===== src/rtl/decoder3to8_seq.sv =====
// Registered 3-to-8 one-hot strobe driver with valid/ready intake, HOLD-cycle strobe
// and a break-before-make zero cycle between consecutive codes.
module decoder3to8_seq #(
  parameter int unsigned HOLD = 4,
  parameter int unsigned CW   = 8
) (
  input  logic       clk,
  input  logic       rst,
  input  logic       en,
  input  logic [2:0] code_in,
  input  logic       code_valid,
  output logic       code_ready,
  output logic [7:0] y,
  output logic [2:0] active_code,
  output logic       busy,
  output logic       done
);

  typedef enum logic [1:0] {
    S_IDLE,
    S_HOLD,
    S_GAP
  } state_t;

  state_t          state, state_n;
  logic [CW-1:0]   cnt, cnt_n;
  logic [7:0]      y_n;
  logic [2:0]      active_n;
  logic            busy_n;
  logic            done_n;

  // rst gates ready so nothing looks acceptable while the block is held in reset
  assign code_ready = (state == S_IDLE) & en & ~rst;

  always_ff @(posedge clk or posedge rst) begin
    if (rst) begin
      state       <= S_IDLE;
      cnt         <= '0;
      y           <= '0;
      active_code <= '0;
      busy        <= 1'b0;
      done        <= 1'b0;
    end else begin
      state       <= state_n;
      cnt         <= cnt_n;
      y           <= y_n;
      active_code <= active_n;
      busy        <= busy_n;
      done        <= done_n;
    end
  end

  always_comb begin
    state_n  = state;
    cnt_n    = cnt;
    y_n      = y;
    active_n = active_code;
    busy_n   = busy;
    done_n   = 1'b0;
    case (state)
      S_IDLE: begin
        if (code_valid && code_ready) begin
          state_n  = S_HOLD;
          y_n      = 8'b1 << code_in;
          active_n = code_in;
          cnt_n    = CW'(HOLD - 1);
          busy_n   = 1'b1;
        end
      end
      S_HOLD: begin
        // abort takes priority over normal completion; it skips GAP and never pulses done
        if (!en) begin
          state_n  = S_IDLE;
          y_n      = '0;
          active_n = '0;
          busy_n   = 1'b0;
          cnt_n    = '0;
        end else if (cnt != '0) begin
          cnt_n = cnt - CW'(1);
        end else begin
          state_n = S_GAP;
          y_n     = '0;
          done_n  = 1'b1;
        end
      end
      S_GAP: begin
        state_n  = S_IDLE;
        busy_n   = 1'b0;
        active_n = '0;
      end
      default: begin
        state_n  = S_IDLE;
        y_n      = '0;
        active_n = '0;
        busy_n   = 1'b0;
        cnt_n    = '0;
      end
    endcase
  end

endmodule


===== config.mk =====
export PLATFORM = sky130hd
export DESIGN_NAME = decoder3to8_seq
export DESIGN_NICKNAME = d
export VERILOG_FILES = /design/src/rtl/decoder3to8_seq.sv
export SDC_FILE = /design/constraint.sdc
export NUM_CORES = 1
export LEC_CHECK = 0
export ABC_AREA = 1
export CELL_PAD_IN_SITES_DETAIL_PLACEMENT = 1
export CELL_PAD_IN_SITES_GLOBAL_PLACEMENT = 2
export CORE_MARGIN = 10
export CORE_UTILIZATION = 34
export CTS_BUF_LIST = sky130_fd_sc_hd__clkbuf_4
export DETAILED_ROUTE_END_ITERATION = 6
export PLACE_DENSITY = 0.95
export SYNTH_ARGS = -nofsm -noshare
export SYNTH_HDL_FRONTEND = slang
export SYNTH_SLANG_ARGS = --single-unit

===== constraint.sdc =====
create_clock -name clk -period 4 [get_ports clk]
set_input_delay 0.8 -clock clk [delete_from_list [all_inputs] [get_ports clk]]
set_output_delay 0.8 -clock clk [all_outputs]
set_load 0.01 [all_outputs]

==> impl_metrics.toml, run 1 <==
[power_and_ir_drop]
power-per-cell-area_mw_per_mm2 = 480
power_leakage_nw = 0.761
power_uw = 749
vdd.ir_drop.worst_mv = 0.268

[global_routing]
global_route_wire_length_before_repair_um = 5720
vias_in_the_first_global_route = 1233
grt_start_max_net_pins = 17
overflow = 0
total_global_routing_track_utilization_pct = 10.6
antenna_found_initial = 0

[sta]
layout_min_cycle_time_ps = 3140
final-hold-violation-count = 0
fmax_ghz = 0.318
worst_slew_margin_rel_pct = 64.8
timing.final.setup_violations = 0
finalMaxSlewViolations = 0
fin_worst_skew_ps = 14.5
rsz0062_at_grt = "no"
post-route-period-util_pct = 78.6
worst_pin_slew_ps = 527
setup_tns_ps = 0

[clock_network]
cts_made_buffers = 3
cts_tree = "yes"
cts_resized = 0
h-tree-depth = 1
hold_buffer_count_at_cts = 0
worstSkewPairLatency_ps = 310
clock-root-buffer = "sky130_fd_sc_hd__clkbuf_4"
clock-sinks = 23
max-clock-path-buffers = 2
cts.clk_slew.worst_paths_ps = 120
post-cts-setup-buffer-count = 0

[status]
status = "complete, no violations"

[layout]
multi_input_comb_area_um2 = 594
nNetsFinal = 192
synthToLayoutAreaGrowth_pct = 20.6
antenna-diode-count = 0
fillCellCount = 458
ff_latch_area_um2 = 576
drive_gt1_share_pct = 20.2

[detailed_routing]
met1_length_um = 1460
avgRoutedWirePerCell_um = 13.9
wl_met2_um = 1570
via_per_inst = 4.77
top_layer = "met4"
drt_pre_antenna_iters = 4
dr.first_iter.drc_count = 49
detail-route-antenna-nets = 0
detailroute.via_count = 1102
drt-total-wl_um = 3220
met3_wirelength_um = 153
drt_drc_violations_left = 0

[critical_path]
critPathMaxFanout = 7
timing.critical_path.arrival_ps = 2340
regToRegStartpoint = "cnt[0]$_DFFE_PP0P_"
startpoint_type = "input port"
setup.worst_path.start = "en"
critical_path_required_ps = 3200
end_kind = "output pin"
worst-r2r-setup-slack_ps = 2190
crit_type = "input port to output pin"

[logic_synthesis]
syn_nets = 168
synthesized_area_divided_by_synthesized_cell_count_um2 = 8.09
synth_edf_count = 0
synth.lib_cells_used.distinct = 21
syn-cell-area_mm2 = 0.00129
yosys_register_bits = 23
synth_commonest_cells = "sky130_fd_sc_hd__nand2_1, sky130_fd_sc_hd__dfrtp_1, sky130_fd_sc_hd__inv_1"
synth_top_flop_cell = "sky130_fd_sc_hd__dfrtp_1"
most_frequent_cell_after_synthesis = "sky130_fd_sc_hd__nand2_1"
yosys.area.top_type_share_pct = 44.4
synth_top_cell_by_area = "sky130_fd_sc_hd__dfrtp_1"
ys_warn_count = 0
synth.area.top_cells = "sky130_fd_sc_hd__dfrtp_1, sky130_fd_sc_hd__nand2_1, sky130_fd_sc_hd__o21ai_2"
async_flop_share_pct = 100
synthesis.instances = 160
synth_seq_area_share_pct = 44.4

[die]
dieWidth_um = 81.7
io_pins = 21
fp.dieArea_mm2 = 0.00668
fp.coreArea_mm2 = 0.00366
rows = 22
initial_utilization_pct = 35.4
chipHeight_um = 81.7

[run]
max_cap_viol_count = 0

[hold_path]
min_path_type = "register to register"
holdCritStartpoint = "y[3]$_DFFE_PP0P_"

[placed_design]
globalplace.congestion = 0.841
placement.io_buffers = 20
dp_hpwl_um = 2570
-- final timing paths --
path / to / cells after the start
worst max-delay path: code_ready / 4
min in group asynchronous: active_code[1]$_DFFE_PP0P_ / 2
worst min-delay path: y[3]$_DFFE_PP0P_ / 2
worst min register to register: y[3]$_DFFE_PP0P_ / 2
worst max register to register: cnt[6]$_DFFE_PP0P_ / 9
max in group asynchronous: done$_DFF_PP0_ / 3
-- stage by stage --
stage | instances | instance area (µm²) | setup WS [ps] | util, % | hold WS, ps
floorplan | 160 | 1290 | 1850 | - | 461
global placement | 227 | 1530 | 904 | 41.8 | 466
detailed placement | 227 | 1530 | 867 | 41.8 | 475
CTS | 231 | 1560 | 854 | 42.7 | 504
global route | 231 | 1560 | 754 | 42.7 | 541
finish | 231 | 1560 | 855 | 42.7 | 500
-- cell families after synthesis --
| kind of cell | Yosys count | share of synthesized area [%] |
|---|---|---|
| flops | 23 | 44.4 |
| buf+inv | 27 | 9.66 |
| simple gates | 90 | 33.7 |
| compound gates | 19 | 11.2 |
| fa+ha+maj | 1 | 0.966 |
-- critical path: stages --
cell	delay (ps)
sky130_fd_sc_hd__clkdlybuf4s50_1	620
sky130_fd_sc_hd__inv_2	130
sky130_fd_sc_hd__nor3_2	220
sky130_fd_sc_hd__clkdlybuf4s50_1	570
-- layout by cell type (no fill, tap or decap), drive strengths merged, types with 4 or more instances in the layout --
cell type      count
clkbuf             4
clkdlybuf4s50     20
dfrtp             23
inv               24
nand2             56
nand3              8
nand4              8
nor2              17
o21ai             18
-- metal layers --
layer,vias to the layer above,track usage (%)
met5,-,0
met4,0,2.72
li1,552,-
met3,4,2.84
met2,20,18.4
met1,526,12.6
-- sequential cells by signal, indices dropped and copies added (netlist names) --
register and flops:
y 8, cnt 8, busy 1, active_code 3, done 1, state 2
-- area by class of cell --
class,count,share of cell area (%)
Multi-Input combinational cell,110,38.1
Sequential cell,23,36.9
Timing Repair Buffer,21,13.3
Inverter,25,6.01
Tap cell,48,3.85
Clock buffer,4,1.92
-- power breakdown --
group / internal [mW] / switching [mW]
clock network: 0.0456 / 0.0718
registers: 0.278 / 0.0328
logic: 0.126 / 0.195
Power figures use the tool's default switching activity.
==> run 2, diff against run 1 <==
--- a/config.mk
+++ b/config.mk
@@ -9,10 +9,10 @@
 export CELL_PAD_IN_SITES_DETAIL_PLACEMENT = 1
 export CELL_PAD_IN_SITES_GLOBAL_PLACEMENT = 2
 export CORE_MARGIN = 10
-export CORE_UTILIZATION = 34
+export CORE_UTILIZATION = 32
 export CTS_BUF_LIST = sky130_fd_sc_hd__clkbuf_4
 export DETAILED_ROUTE_END_ITERATION = 6
-export PLACE_DENSITY = 0.95
+export PLACE_DENSITY = 0.93
 export SYNTH_ARGS = -nofsm -noshare
 export SYNTH_HDL_FRONTEND = slang
 export SYNTH_SLANG_ARGS = --single-unit
==> constraint.sdc (replaced) <==
create_clock -name clk -period 2.9 [get_ports clk]
set_input_delay 0.58 -clock clk [delete_from_list [all_inputs] [get_ports clk]]
set_output_delay 0.58 -clock clk [all_outputs]
set_load 0.01 [all_outputs]
==> impl_metrics.toml, run 2 (synthesis gave the netlist of run 1 again) <==
[status]
status = "complete, no violations"

[power_and_ir_drop]
power_mw = 1.03
power_leakage_nw = 0.766
vdd.ir_drop.worst_mv = 0.270
power-per-cell-area_mw_per_mm2 = 656

[clock_network]
worstSkewPairLatency_ps = 310
post-cts-setup-buffer-count = 0
cts.clk_slew.worst_paths_ps = 130
cts_tree = "yes"
cts_made_buffers = 3
clock-sinks = 23
cts_resized = 0
max-clock-path-buffers = 2
clock-root-buffer = "sky130_fd_sc_hd__clkbuf_4"
h-tree-depth = 1
hold_buffer_count_at_cts = 0

[critical_path]
largest_incremental_delay_on_the_critical_path_ps = 580
critical_path.most_common_cell = "sky130_fd_sc_hd__clkdlybuf4s50_1"
critPathMaxFanout = 5
end_kind = "output pin"
crit_path_cell_trace = "clkdlybuf4s50_1 > inv_2 > nor3_2 > clkdlybuf4s50_1"
timing.critical_path.arrival_ps = 1980
crit_type = "input port to output pin"
path_buf_inv = 3
startpoint_type = "input port"
crit_family = "buffers and inverters"
critical_path_required_ps = 2320
timing.critical_path.slowest_stage_cell = "sky130_fd_sc_hd__clkdlybuf4s50_1"

[layout]
synthToLayoutAreaGrowth_pct = 21.4
fillCellCount = 490
mostFrequentLayoutCells = "sky130_fd_sc_hd__nand2_1, sky130_fd_sc_hd__dfrtp_1, sky130_fd_sc_hd__inv_1"
nNetsFinal = 193
drive_gt1_share_pct = 20.7
stdcell_area_mm2 = 0.00157
antenna-diode-count = 0
layout_top_registers = "cnt x8, y x8, active_code x3"
layout.cells.most_common = "sky130_fd_sc_hd__nand2_1"

[sta]
worst_slew_margin_rel_pct = 78.6
post-route-period-util_pct = 88.3
whs_ps = 501
fmax_ghz = 0.391
final-hold-violation-count = 0
finalMaxSlewViolations = 0
worst_pin_slew_ps = 321
setup_tns_ps = 0
rsz0062_at_grt = "no"
layout_min_cycle_time_ps = 2560
fin_worst_skew_ps = 2.16
timing.final.setup_violations = 0

[placed_design]
globalplace.congestion = 0.808
placement.io_buffers = 20
dp_hpwl_um = 2540
placedInstanceArea_mm2 = 0.00154

[die]
fp.dieArea_mm2 = 0.00699
io_pins = 21
chipHeight_um = 83.6
fp.coreArea_mm2 = 0.00397
rows = 23
dieWidth_um = 83.6
initial_utilization_pct = 32.6

[detailed_routing]
drt-total-wl_um = 3220
drt_pre_antenna_iters = 4
detail-route-antenna-nets = 0
avgRoutedWirePerCell_um = 13.8
detailroute.via_count = 1114
via_per_inst = 4.76
dr.first_iter.drc_count = 38
drt_drc_violations_left = 0

[run]
max_cap_viol_count = 0

[global_routing]
total_global_routing_track_utilization_pct = 9.22
antenna_found_initial = 0
vias_in_the_first_global_route = 1211
global_route_wire_length_before_repair_um = 5550
grt_start_max_net_pins = 25
overflow = 0

[hold_path]
min_path_type = "register to register"
## run 2: cell types whose count changed in the layout (fill, tap and decap cells not counted)
cell / before / now
sky130_fd_sc_hd__buf_4: 1 / 2
## run 2: path summary, 6_finish.rpt
check	slack [ps]	cells after the start	start	endpoint
min in group asynchronous	690	3	rst	active_code[0]$_DFFE_PP0P_
worst max register to register	1060	9	cnt[0]$_DFFE_PP0P_	cnt[6]$_DFFE_PP0P_
worst min-delay path	500	2	busy$_DFFE_PP0P_	busy$_DFFE_PP0P_
worst min register to register	500	2	busy$_DFFE_PP0P_	busy$_DFFE_PP0P_
max in group asynchronous	1980	3	rst	cnt[6]$_DFFE_PP0P_
worst max-delay path	340	4	en	code_ready
## run 2: final cells by class
cell class | instances | area [µm²] | share of cell area [%]
clock buffer | 4 | 30.0 | 1.91
inverter | 25 | 93.8 | 5.97
multi-input combinational | 110 | 594 | 37.8
sequential | 23 | 576 | 36.6
tap | 50 | 62.6 | 3.98
timing repair buffer | 22 | 215 | 13.7
## run 2: metrics by stage
stage	cells	setup WS (ps)	util (%)
final	234	340	39.6
after global placement	230	373	38.8
after detailed placement	230	347	38.8
after floorplan	160	968	-
after global routing	234	250	39.6
after CTS	234	323	39.6
## run 2: power by group
group          internal, mW  total [mW]  leakage, nW  switching [mW]
sequential            0.384       0.428        0.307          0.0444
clock                0.0629       0.162       0.0184          0.0996
combinational         0.174       0.440        0.440           0.266
## run 2: worst reg2reg max path, cell delays in order (launching register included)
cell and delay, ps:
sky130_fd_sc_hd__dfrtp_1 410, sky130_fd_sc_hd__inv_1 160, sky130_fd_sc_hd__ha_1 290, sky130_fd_sc_hd__inv_1 100
sky130_fd_sc_hd__nor2_2 210, sky130_fd_sc_hd__nand3_4 150, sky130_fd_sc_hd__nand2_4 210, sky130_fd_sc_hd__inv_2 80
sky130_fd_sc_hd__nand3_1 90, sky130_fd_sc_hd__nand2_1 50
## run 2: per-layer routing
| layer | GRT usage [%] | up-vias | part of all wire (%) |
|---|---|---|---|
| met1 | 10.5 | 543 | 44 |
| li1 | - | 555 | - |
| met5 | 0 | - | 0 |
| met2 | 16.1 | 14 | 50 |
| met3 | 3.52 | 2 | 5.4 |
| met4 | 1.37 | 0 | 0.34 |
==> run 3, diff against run 2 <==
--- a/config.mk
+++ b/config.mk
@@ -13,6 +13,7 @@
 export CTS_BUF_LIST = sky130_fd_sc_hd__clkbuf_4
 export DETAILED_ROUTE_END_ITERATION = 6
 export PLACE_DENSITY = 0.93
+export SKIP_LAST_GASP = 1
 export SYNTH_ARGS = -nofsm -noshare
 export SYNTH_HDL_FRONTEND = slang
 export SYNTH_SLANG_ARGS = --single-unit
==> results of run 3 <==
No change in the layout: final DEF, timing and power equal those of run 2.
